## src/rtl/branch_resolve_unit.sv

```systemverilog
// Multi-cycle branch comparator: compares operands CHUNK bits per cycle from the MSB,
// stops at the first differing chunk and returns eq/lt/taken over a valid/ready handshake.
module branch_resolve_unit #(
    parameter int XLEN  = 32,
    parameter int CHUNK = 8
) (
    input  logic            clk,
    input  logic            rst_n,
    input  logic            in_valid,
    output logic            in_ready,
    input  logic [XLEN-1:0] rs1,
    input  logic [XLEN-1:0] rs2,
    input  logic            br_un,
    input  logic [2:0]      funct3,
    input  logic            flush,
    output logic            out_valid,
    input  logic            out_ready,
    output logic            br_eq,
    output logic            br_lt,
    output logic            br_taken,
    output logic            busy
);

    localparam int NCHUNK = XLEN / CHUNK;
    localparam int IW     = (NCHUNK > 1) ? $clog2(NCHUNK) : 1;

    typedef enum logic [1:0] {IDLE, COMPARE, DONE} state_t;

    state_t          state;
    logic [XLEN-1:0] a_q;
    logic [XLEN-1:0] b_q;
    logic [2:0]      f3_q;
    logic [IW-1:0]   idx;
    logic [XLEN-1:0] sign_flip;
    logic [CHUNK-1:0] a_ch;
    logic [CHUNK-1:0] b_ch;
    logic            last;

    // Flipping the sign bit maps signed order onto unsigned order.
    assign sign_flip = {~br_un, {(XLEN-1){1'b0}}};

    // Operands shift left each cycle, so the chunk under test is always the top one.
    assign a_ch = a_q[XLEN-1 -: CHUNK];
    assign b_ch = b_q[XLEN-1 -: CHUNK];
    assign last = (idx == IW'(NCHUNK - 1));

    assign in_ready = rst_n && (state == IDLE);
    assign busy     = (state != IDLE);

    function automatic logic taken_of(input logic [2:0] f3, input logic eq, input logic lt);
        case (f3)
            3'b000:  return eq;
            3'b001:  return !eq;
            3'b100:  return lt;
            3'b101:  return !lt;
            3'b110:  return lt;
            3'b111:  return !lt;
            default: return 1'b0;
        endcase
    endfunction

    always_ff @(posedge clk or negedge rst_n) begin
        if (!rst_n) begin
            state     <= IDLE;
            idx       <= '0;
            a_q       <= '0;
            b_q       <= '0;
            f3_q      <= '0;
            out_valid <= 1'b0;
            br_eq     <= 1'b0;
            br_lt     <= 1'b0;
            br_taken  <= 1'b0;
        end else if (flush) begin
            state     <= IDLE;
            out_valid <= 1'b0;
        end else begin
            case (state)
                IDLE: begin
                    if (in_valid) begin
                        a_q   <= rs1 ^ sign_flip;
                        b_q   <= rs2 ^ sign_flip;
                        f3_q  <= funct3;
                        idx   <= '0;
                        state <= COMPARE;
                    end
                end
                COMPARE: begin
                    if (a_ch != b_ch) begin
                        br_eq     <= 1'b0;
                        br_lt     <= (a_ch < b_ch);
                        br_taken  <= taken_of(f3_q, 1'b0, (a_ch < b_ch));
                        out_valid <= 1'b1;
                        state     <= DONE;
                    end else if (last) begin
                        br_eq     <= 1'b1;
                        br_lt     <= 1'b0;
                        br_taken  <= taken_of(f3_q, 1'b1, 1'b0);
                        out_valid <= 1'b1;
                        state     <= DONE;
                    end else begin
                        idx <= idx + 1'b1;
                        a_q <= a_q << CHUNK;
                        b_q <= b_q << CHUNK;
                    end
                end
                DONE: begin
                    if (out_ready) begin
                        out_valid <= 1'b0;
                        state     <= IDLE;
                    end
                end
                default: state <= IDLE;
            endcase
        end
    end

endmodule

```

## config.mk

```make
export PLATFORM = sky130hd
export DESIGN_NAME = branch_resolve_unit
export DESIGN_NICKNAME = d
export VERILOG_FILES = /design/src/rtl/branch_resolve_unit.sv
export SDC_FILE = /design/constraint.sdc
export NUM_CORES = 1
export LEC_CHECK = 0
export ABC_AREA = 1
export CAP_MARGIN = 20
export CELL_PAD_IN_SITES_DETAIL_PLACEMENT = 0
export CELL_PAD_IN_SITES_GLOBAL_PLACEMENT = 2
export CORE_MARGIN = 2
export CORE_UTILIZATION = 29
export DETAILED_ROUTE_END_ITERATION = 16
export PLACE_DENSITY = 0.81
export SKIP_CTS_REPAIR_TIMING = 1
export SLEW_MARGIN = 0
export SYNTH_ARGS = -nofsm -noshare
export SYNTH_HDL_FRONTEND = slang
export SYNTH_SLANG_ARGS = --single-unit
export TNS_END_PERCENT = 5
```

## constraint.sdc

```tcl
create_clock -name clk -period 2.3 [get_ports clk]
set_input_delay 0.23 -clock clk [delete_from_list [all_inputs] [get_ports clk]]
set_output_delay 0.23 -clock clk [all_outputs]
set_load 0.02 [all_outputs]
```

### After elaboration in Yosys (flattened, before gate mapping)

Index checks and enable logic that the tools add are counted.

* $add $sub $neg: 1
* $lt $le $gt $ge: 1
* equality and inequality tests: 15
* multiplexer cells: 30
* bitwise gates (word level): 4
* reductions and logical operators: 16

Operators with widths (number)
* $mux 32: 6
* $pmux 32 s2: 2
* $xor 32x32->32: 2
* $mux 2: 8
* $eq 3x3->1 const B: 4
* $reduce_and 3->1: 4
* $mux 1: 10
* $lt 8x8->1: 1
* $ne 8x8->1: 1
* $ne 2x2->1 const B: 3
* $ne 3x3->1 const B: 2
* $pmux 2 s3: 1
* $reduce_bool 2->1: 3
* $reduce_and 5->1: 1
* $eq 2x2->1 const B: 2
* $ne 4x4->1 const B: 1
* $pmux 2 s2: 1
* $reduce_or 2->1: 2
* $eq 3x1->1 const B: 1
* $logic_not 3->1: 1
* $pmux 1 s3: 1
* $reduce_bool 3->1: 1
* $reduce_or 3->1: 1
* $add 2x1->2 const B: 1
* other kinds (6): 7

* register bits after elaboration: 75
* input port bits: 73
* output and inout port bits: 6
* word-level logic and storage cells: 76

### Depth between registers and ports, before layout

Gate-level depths: netlist of run 1.

* depth after elaboration: 5
* gate-level depth with buffers: 13
* gate-level depth less buffers: 13

### Least setup slack after synthesis of run 1

Ideal clock, no wire load.

* path type: reg-to-reg
* start point: reg a_q[31]
* end point: reg a_q[10]
* setup time: 126 ps
* arrival time: 1739 ps
* slack: 435 ps
* stages on the path, launching flop included: 10
* cells stage by stage: dfrtp_1 ha_1 nand2_1 nor2_2 nand2_1 or2_1 o21ai_4 buf_6 buf_4 o21ai_0

* word-level cells in the longest chain between the ends: 3

RTL lines
* start, declared: RTL line 30 `logic [XLEN-1:0] a_q;`
* start signal, assigned: RTL line 80 `a_q <= rs1 ^ sign_flip;`
* start signal, assigned: RTL line 102 `a_q <= a_q << CHUNK;`
* $ne 8x8->1: RTL line 88 `if (a_ch != b_ch) begin`
* $ne 2x2->1 (no line)
* $reduce_and 5->1 (no line)

Every way passes these cells.
A chain may end at the register's enable or synchronous reset.

### Worst setup path in the final report of run 1

* start point: reg a_q[31]
* end point: reg b_q[7]

* word-level cells in the longest chain between the ends: 3

RTL lines
* $ne 8x8->1: RTL line 88
* $ne 2x2->1 (no line)
* $reduce_and 5->1 (no line)
* end signal, assigned: RTL line 81 `b_q <= rs2 ^ sign_flip;`
* end signal, assigned: RTL line 103 `b_q <= b_q << CHUNK;`
* end, declared: RTL line 31 `logic [XLEN-1:0] b_q;`

Every way passes these cells.

==> metrics.md, run 1 <==
| Metric | Value |
|---|---|
| Layout area overhead | `32.1%` |
| PortBufs | `78` |
| Routability cong. | `0.757` |
| IO Pins | `79` |
| Worst-path fanout max | `64` |
| XOR/XNOR share of the synthesized area | `0.235%` |
| Busiest grt layer | `met2` |
| Max Transition Viols Final | `0` |
| Initial antenna violation count | `0` |
| Final WL | `8810 um` |
| Yosys top cell by area | `dfrtp_1` |
| Clk pwr share | `32.9%` |
| Gate power share | `23.6%` |
| Flops & latches, synth | `75` |
| Share of cells above drive strength 1 | `4.63%` |
| YS warnings | `0` |
| Slew headroom | `59.8%` |
| Syn nets | `547` |
| Max Cap Viol | `0` |
| Fin. Hold Viols | `0` |
| Status | `finished clean` |
| Crit Path Class | `register to register` |
| Complex-gate fraction of the synthesized area | `16.7%` |
| DPL Wire Length | `6130 um` |
| Area after DPL | `4630 um2` |
| Least-Margin Pin Slew | `0.604 ns` |
| Antenna-violating nets left | `0` |
| M3 GR Usage | `2.78%` |
| Drt pass-1 iters | `4` |
| Skew final | `0.00439 ns` |
| Starting density of the core | `29.6%` |
| GR Util met1 | `19.8%` |
| Period minus WS final | `2.11 ns` |
| Setup TNS | `0 ns` |
| RSZ-0062 raised after global routing | `false` |
| Sequential Power Share | `43.5%` |
| Crit. End Element | `register` |
| Rows | `41` |
| Yosys cell types | `25` |
| Most numerous cell in the Yosys netlist | `nand2_1` |
| CTS buffer count | `9` |
| Simple-gate area share of the yosys netlist | `18.2%` |
| Gr usage total | `13.7%` |
| CTS tree | `yes` |
| Largest family of logic cells by synthesized area | `simple AND/OR/NAND/NOR gates` |
| First-pass GRT wire length | `14400 um` |
| CP Launch Type | `register` |
| Vias in the first global route | `2872` |
| Wire per inst | `12.4 um` |
| Number of synthesized flops with an enable pin | `0` |
| Post-Synthesis Cell Area | `3720 um2` |
| M2 GR Usage | `20.1%` |
| Peak VDD IR | `0.000279 V` |
| Sinks on Clock Net | `75` |
| Post-synthesis area per instance | `8.00 um2` |
| P_int | `0.00279 W` |
| Root Driver | `clkbuf_16` |
| Worst EP arrival | `2.35 ns` |
| Synth cell count leaders | `nand2_1, o21ai_0, dfrtp_1` |
| Largest net degree at the start of global routing | `98` |
| CTS clk-pin slew, worst paths | `0.06 ns` |
| H-tree levels | `3` |
| CP Data Required Time | `2.54 ns` |
| Async SR Flop Fraction | `100%` |
| Mux contribution to synthesized area | `0.303%` |
| Worst r2r src | `a_q[31]` |
| Die area | `13800 um2` |
| Die X | `117 um` |
| Fill count | `1298` |
| Reg2Reg Setup Slack | `0.19 ns` |
| Nets | `617` |
| Final period util | `91.9%` |
| Post-synthesis adder-cell area fraction | `3.03%` |
| Most used DFF post-synth | `dfrtp_1` |
| Sw frac | `28.7%` |
| Reg2Reg Depth | `9` |
| Residual DRC count | `0` |
| Post-synth top area share | `50.4%` |
| Cells after synthesis | `465` |
| Net Switching | `0.00112 W` |
| Fmax | `0.473 GHz` |
| Core area | `12600 um2` |
| Fin area | `4920 um2` |
| Pleak | `2.31 nW` |
| Later-pin clock latency in the skew report | `0.32 ns` |
| First DRT Iteration DRCs | `174` |
| PwrDens | `796 nW/um2` |
| Worst min-delay path category | `primary input to asynchronous set/reset pin` |
| Vias/cell | `4.27` |
| Vias | `3041` |
| Diodes inserted | `0` |
| Max clock buf depth | `2` |
| Die H | `117 um` |
| Final setup viols | `0` |
| Sequential area share after synthesis | `50.4%` |
| RR Endpoint | `b_q[7]` |
| Synth top area cells | `dfrtp_1, nand2_1, o21ai_0` |
| Total gr overflow | `0` |
-- sequential cells by signal, indices dropped and copies added, names as in the netlist --
signal     count
b_q           32
idx            2
f3_q           3
state          2
br_lt          1
br_eq          1
br_taken       1
a_q           32
out_valid      1
-- cells by family (layout without fill, tap and decap cells) --
group / after synthesis / in the layout
flip-flops: 75 / 75
buffers and inverters: 93 / 168
adder cells (fa/ha/maj): 9 / 9
AO/OA/AOI/OAI: 116 / 116
XOR/XNOR: 1 / 1
multiplexers: 1 / 1
AND/OR/NAND/NOR: 170 / 170
-- layer usage --
metal | vias up | share of wire [%]
li1 | 1617 | -
met1 | 1350 | 49
met2 | 68 | 46
met3 | 6 | 4.4
met4 | 0 | 1.1
met5 | - | 0
-- per-stage QoR --
step	power (W)	instances	utilization, %	setup slack (ns)	hold slack [ns]
floorplan	0.00230	465	-	0.435	-0.0656
global placement	0.00264	695	36.9	0.237	0.0457
detailed placement	0.00266	695	36.9	0.196	0.0470
CTS	0.00399	711	39.1	0.161	-0.304
global route	0.00421	712	39.1	0.0284	0.265
finish	0.00392	712	39.1	0.186	0.251
-- cell type report --
class	count	area (um2)	area share, %
tap	172	215	4.38
sequential	75	1880	38.2
clock inverter	2	10.0	0.204
timing repair buffer	84	863	17.6
inverter	68	255	5.19
clock buffer	14	264	5.37
multi-input combinational	297	1430	29.2
-- cells in the final DEF, fill, tap and decap left out, types with 11 or more instances in the layout --
cell / count
inv_1: 67
nand2_1: 131
dfrtp_1: 75
o21ai_0: 85
nor2_1: 11
clkdlybuf4s50_1: 77
o21ai_1: 12
nand3_1: 24
-- worst max path at each step --
stage / slack [ns] / from / cells after the start / end
2_1_floorplan: 0.44 / a_q[31] / 9 / a_q[10]
3_3_place_gp: 0.24 / a_q[27] / 9 / b_q[1]
3_5_place_dp: 0.20 / a_q[31] / 9 / b_q[7]
4_1_cts: 0.16 / a_q[31] / 9 / b_q[7]
5_1_grt: 0.03 / a_q[31] / 9 / b_q[1]
6_report: 0.19 / a_q[31] / 9 / b_q[7]
-- worst max-delay path, stage by stage (launching register included) --
cell and delay, ns:
dfrtp_1 0.38, ha_1 0.30, nand2_1 0.08, nor2_2 0.13, nand2_1 0.14, or2_1 0.28, o21ai_4 0.23, buf_12 0.27
nand3_1 0.09, o21ai_0 0.09
-- power groups by stage --
stage | combinational (W) | sequential (W) | clock [W]
after detailed placement | 0.000934 | 0.00173 | 0
after floorplan | 0.000572 | 0.00173 | 0
after global routing | 0.00107 | 0.00174 | 0.00140
after CTS | 0.000941 | 0.00171 | 0.00134
after global placement | 0.000919 | 0.00172 | 0
final | 0.000923 | 0.00170 | 0.00129
No activity file was read; power rests on OpenSTA's default activity.
==> run 2, diff against run 1 <==
SETUP_SLACK_MARGIN = 0.5   (was unset)
==> metrics.md, run 2 (synthesis results as in run 1) <==
| Metric | Value |
|---|---|
| Vias | `3189 (was 3041)` |
| CTS tree | `yes (unchanged)` |
| CP Data Required Time | `2.49 ns (was 2.54 ns)` |
| Worst-path fanout max | `24 (was 64)` |
| Crit. End Element | `register (unchanged)` |
| H-tree levels | `3 (unchanged)` |
| Cell total after placement | `694 (was 695)` |
| First-pass GRT wire length | `14700 um (was 14400 um)` |
| Period minus WS final | `1.99 ns (was 2.11 ns)` |
| Most frequent cells in the layout | `nand2_1, clkdlybuf4s50_1, o21ai_0, dfrtp_1, inv_1 (was nand2_1, o21ai_0, clkdlybuf4s50_1)` |
| CTS buffer count | `9 (unchanged)` |
| Highest-delay cell along the critical path | `dfrtp_1 (unchanged)` |
| M2 GR Usage | `21.1% (was 20.1%)` |
| Antenna-violating nets left | `0 (unchanged)` |
| Largest net degree at the start of global routing | `98 (unchanged)` |
| Slowest Stage Delay on Critical Path | `0.42 ns (was 0.38 ns)` |
| Crit Path Class | `register to register (unchanged)` |
| Final period util | `86.6% (was 91.9%)` |
| Nets | `631 (was 617)` |
| Max clock buf depth | `2 (unchanged)` |
| Fill count | `1291 (was 1298)` |
| Top Registers | `a_q: 32 flops, b_q: 32 flops, f3_q: 3 flops (unchanged)` |
| Reg2Reg Setup Slack | `0.31 ns (was 0.19 ns)` |
| Die area | `13800 um2 (unchanged)` |
| Initial antenna violation count | `0 (unchanged)` |
| DPL Wire Length | `6120 um (was 6130 um)` |
| PwrDens | `839 nW/um2 (was 796 nW/um2)` |
| RSZ-0062 raised after global routing | `true (was false)` |
| Final core utilization | `41.9% (was 39.1%)` |
| Starting density of the core | `29.6% (unchanged)` |
| Fmax | `0.502 GHz (was 0.473 GHz)` |
| CP Launch Type | `register (unchanged)` |
| Later-pin clock latency in the skew report | `0.33 ns (was 0.32 ns)` |
| Die X | `117 um (unchanged)` |
| Rows | `41 (unchanged)` |
| Crit path launch | `a_q[30] (was a_q[31])` |
| DP Worst Slack | `0.127 ns (was 0.196 ns)` |
| Worst EP arrival | `2.18 ns (was 2.35 ns)` |
| Worst-path cell chain | `ha_4 -> nand2_4 -> nor2_4 -> nand2_2 -> or2_4 -> o21ai_4 -> buf_4 -> buf_16 -> o21ai_0 (was ha_1 -> nand2_1 -> nor2_2 -> nand2_1 -> or2_1 -> o21ai_4 -> buf_12 -> nand3_1 -> o21ai_0)` |
| Tot Pwr | `0.00442 W (was 0.00392 W)` |
| Setup TNS | `0 ns (unchanged)` |
| Final WL | `10100 um (was 8810 um)` |
| Worst min-delay path category | `primary input to asynchronous set/reset pin (unchanged)` |
| RR Endpoint | `b_q[27] (was b_q[7])` |
| Final setup viols | `0 (unchanged)` |
| Fin. Hold Viols | `0 (unchanged)` |
| Peak VDD IR | `0.000301 V (was 0.000279 V)` |
| Drt pass-1 iters | `4 (unchanged)` |
| Multi-input gate area | `1530 um2 (was 1430 um2)` |
| Least-Margin Pin Slew | `0.926 ns (was 0.604 ns)` |
| Wire per inst | `13.9 um (was 12.4 um)` |
| Fin cells | `726 (was 712)` |
| CTS clk-pin slew, worst paths | `0.06 ns (about the same)` |
| Die H | `117 um (unchanged)` |
| Slew headroom | `38.3% (was 59.8%)` |
| Core area | `12600 um2 (unchanged)` |
| First DRT Iteration DRCs | `179 (was 174)` |
| Sinks on Clock Net | `75 (unchanged)` |
| IO Pins | `79 (unchanged)` |
| GR Util met1 | `19.8% (about the same)` |
| Vias in the first global route | `3022 (was 2872)` |
| Vias/cell | `4.39 (was 4.27)` |
| PortBufs | `78 (unchanged)` |
| Share of cells above drive strength 1 | `9.93% (was 4.63%)` |
| Layout area overhead | `41.5% (was 32.1%)` |
| Routability cong. | `0.744 (was 0.757)` |
| Gr usage total | `13.9% (was 13.7%)` |
| Status | `finished clean (unchanged)` |
| Max Cap Viol | `0 (unchanged)` |
| Residual DRC count | `0 (unchanged)` |
| Worst r2r src | `a_q[30] (was a_q[31])` |
| Busiest grt layer | `met2 (unchanged)` |
| Max Transition Viols Final | `0 (unchanged)` |
| Sequential cell area | `1880 um2 (unchanged)` |
| Skew final | `0.00816 ns (was 0.00439 ns)` |
| Pleak | `2.45 nW (was 2.31 nW)` |
| Root Driver | `clkbuf_16 (unchanged)` |
| M3 GR Usage | `2.63% (was 2.78%)` |
| Total gr overflow | `0 (unchanged)` |
| Diodes inserted | `0 (unchanged)` |
| Reg2Reg Depth | `9 (unchanged)` |
| Most common cell after layout, fill and taps aside | `nand2_1 (unchanged)` |
| Final setup margin | `0.309 ns (was 0.186 ns)` |
==> run 2: changes by cell type in the layout (fill, tap and decap cells not counted), moves of 3 or more <==
cell,delta
o21ai_0,-10
o21ai_1,+9
buf_4,+7
ha_1,-5
ha_4,+5
clkbuf_1,-3
clkbuf_16,+3
nand2_1,-3
==> run 2: layout make-up <==
class / count / share of cell area [%]
Inverter: 68 / 4.92
Tap cell: 172 / 4.09
Timing Repair Buffer: 97 / 19.8
Sequential cell: 75 / 35.6
Clock inverter: 5 / 1.57
Timing Repair inverter: 1 / 0.143
Multi-Input combinational cell: 297 / 29.1
Clock buffer: 11 / 4.80
==> run 2: stage by stage <==
stage          hold WS (ns)  cell area (um2)
3_3_place_gp         0.0502             4610
4_1_cts              -0.299             4940
3_5_place_dp         0.0519             4610
5_1_grt               0.286             5270
6_report              0.171             5270
2_1_floorplan       -0.0656             3730
==> run 2: how the worst max path moves through the flow <==
stage               endpoint  slack, ns  depth (start not counted)
floorplan             a_q[4]       0.45                         10
global placement     b_q[27]       0.17                          9
detailed placement   b_q[27]       0.13                          9
CTS                  b_q[27]       0.09                          9
global route         b_q[30]       0.20                         11
finish               b_q[27]       0.31                          9
==> run 2: power breakdown <==
group / internal, W / switching, W / total [W]
clock network: 0.00102 / 0.000559 / 0.00157
logic: 0.000528 / 0.000604 / 0.00113
registers: 0.00160 / 0.000109 / 0.00171
total: 0.00314 / 0.00127 / 0.00442
==> run 2: critical path: cells and delay by family (launching register included) <==
kind,cells,cell delay [ns]
buf+inv,2,0.39
compound gates,2,0.26
flops,1,0.42
simple gates,4,0.49
fa+ha+maj,1,0.30
==> run 2: routing by layer <==
metal	wire, um	vias up
li1	-	1644
met1	4800	1489
met2	4850	49
met3	317	7
met4	100	0
met5	0	-
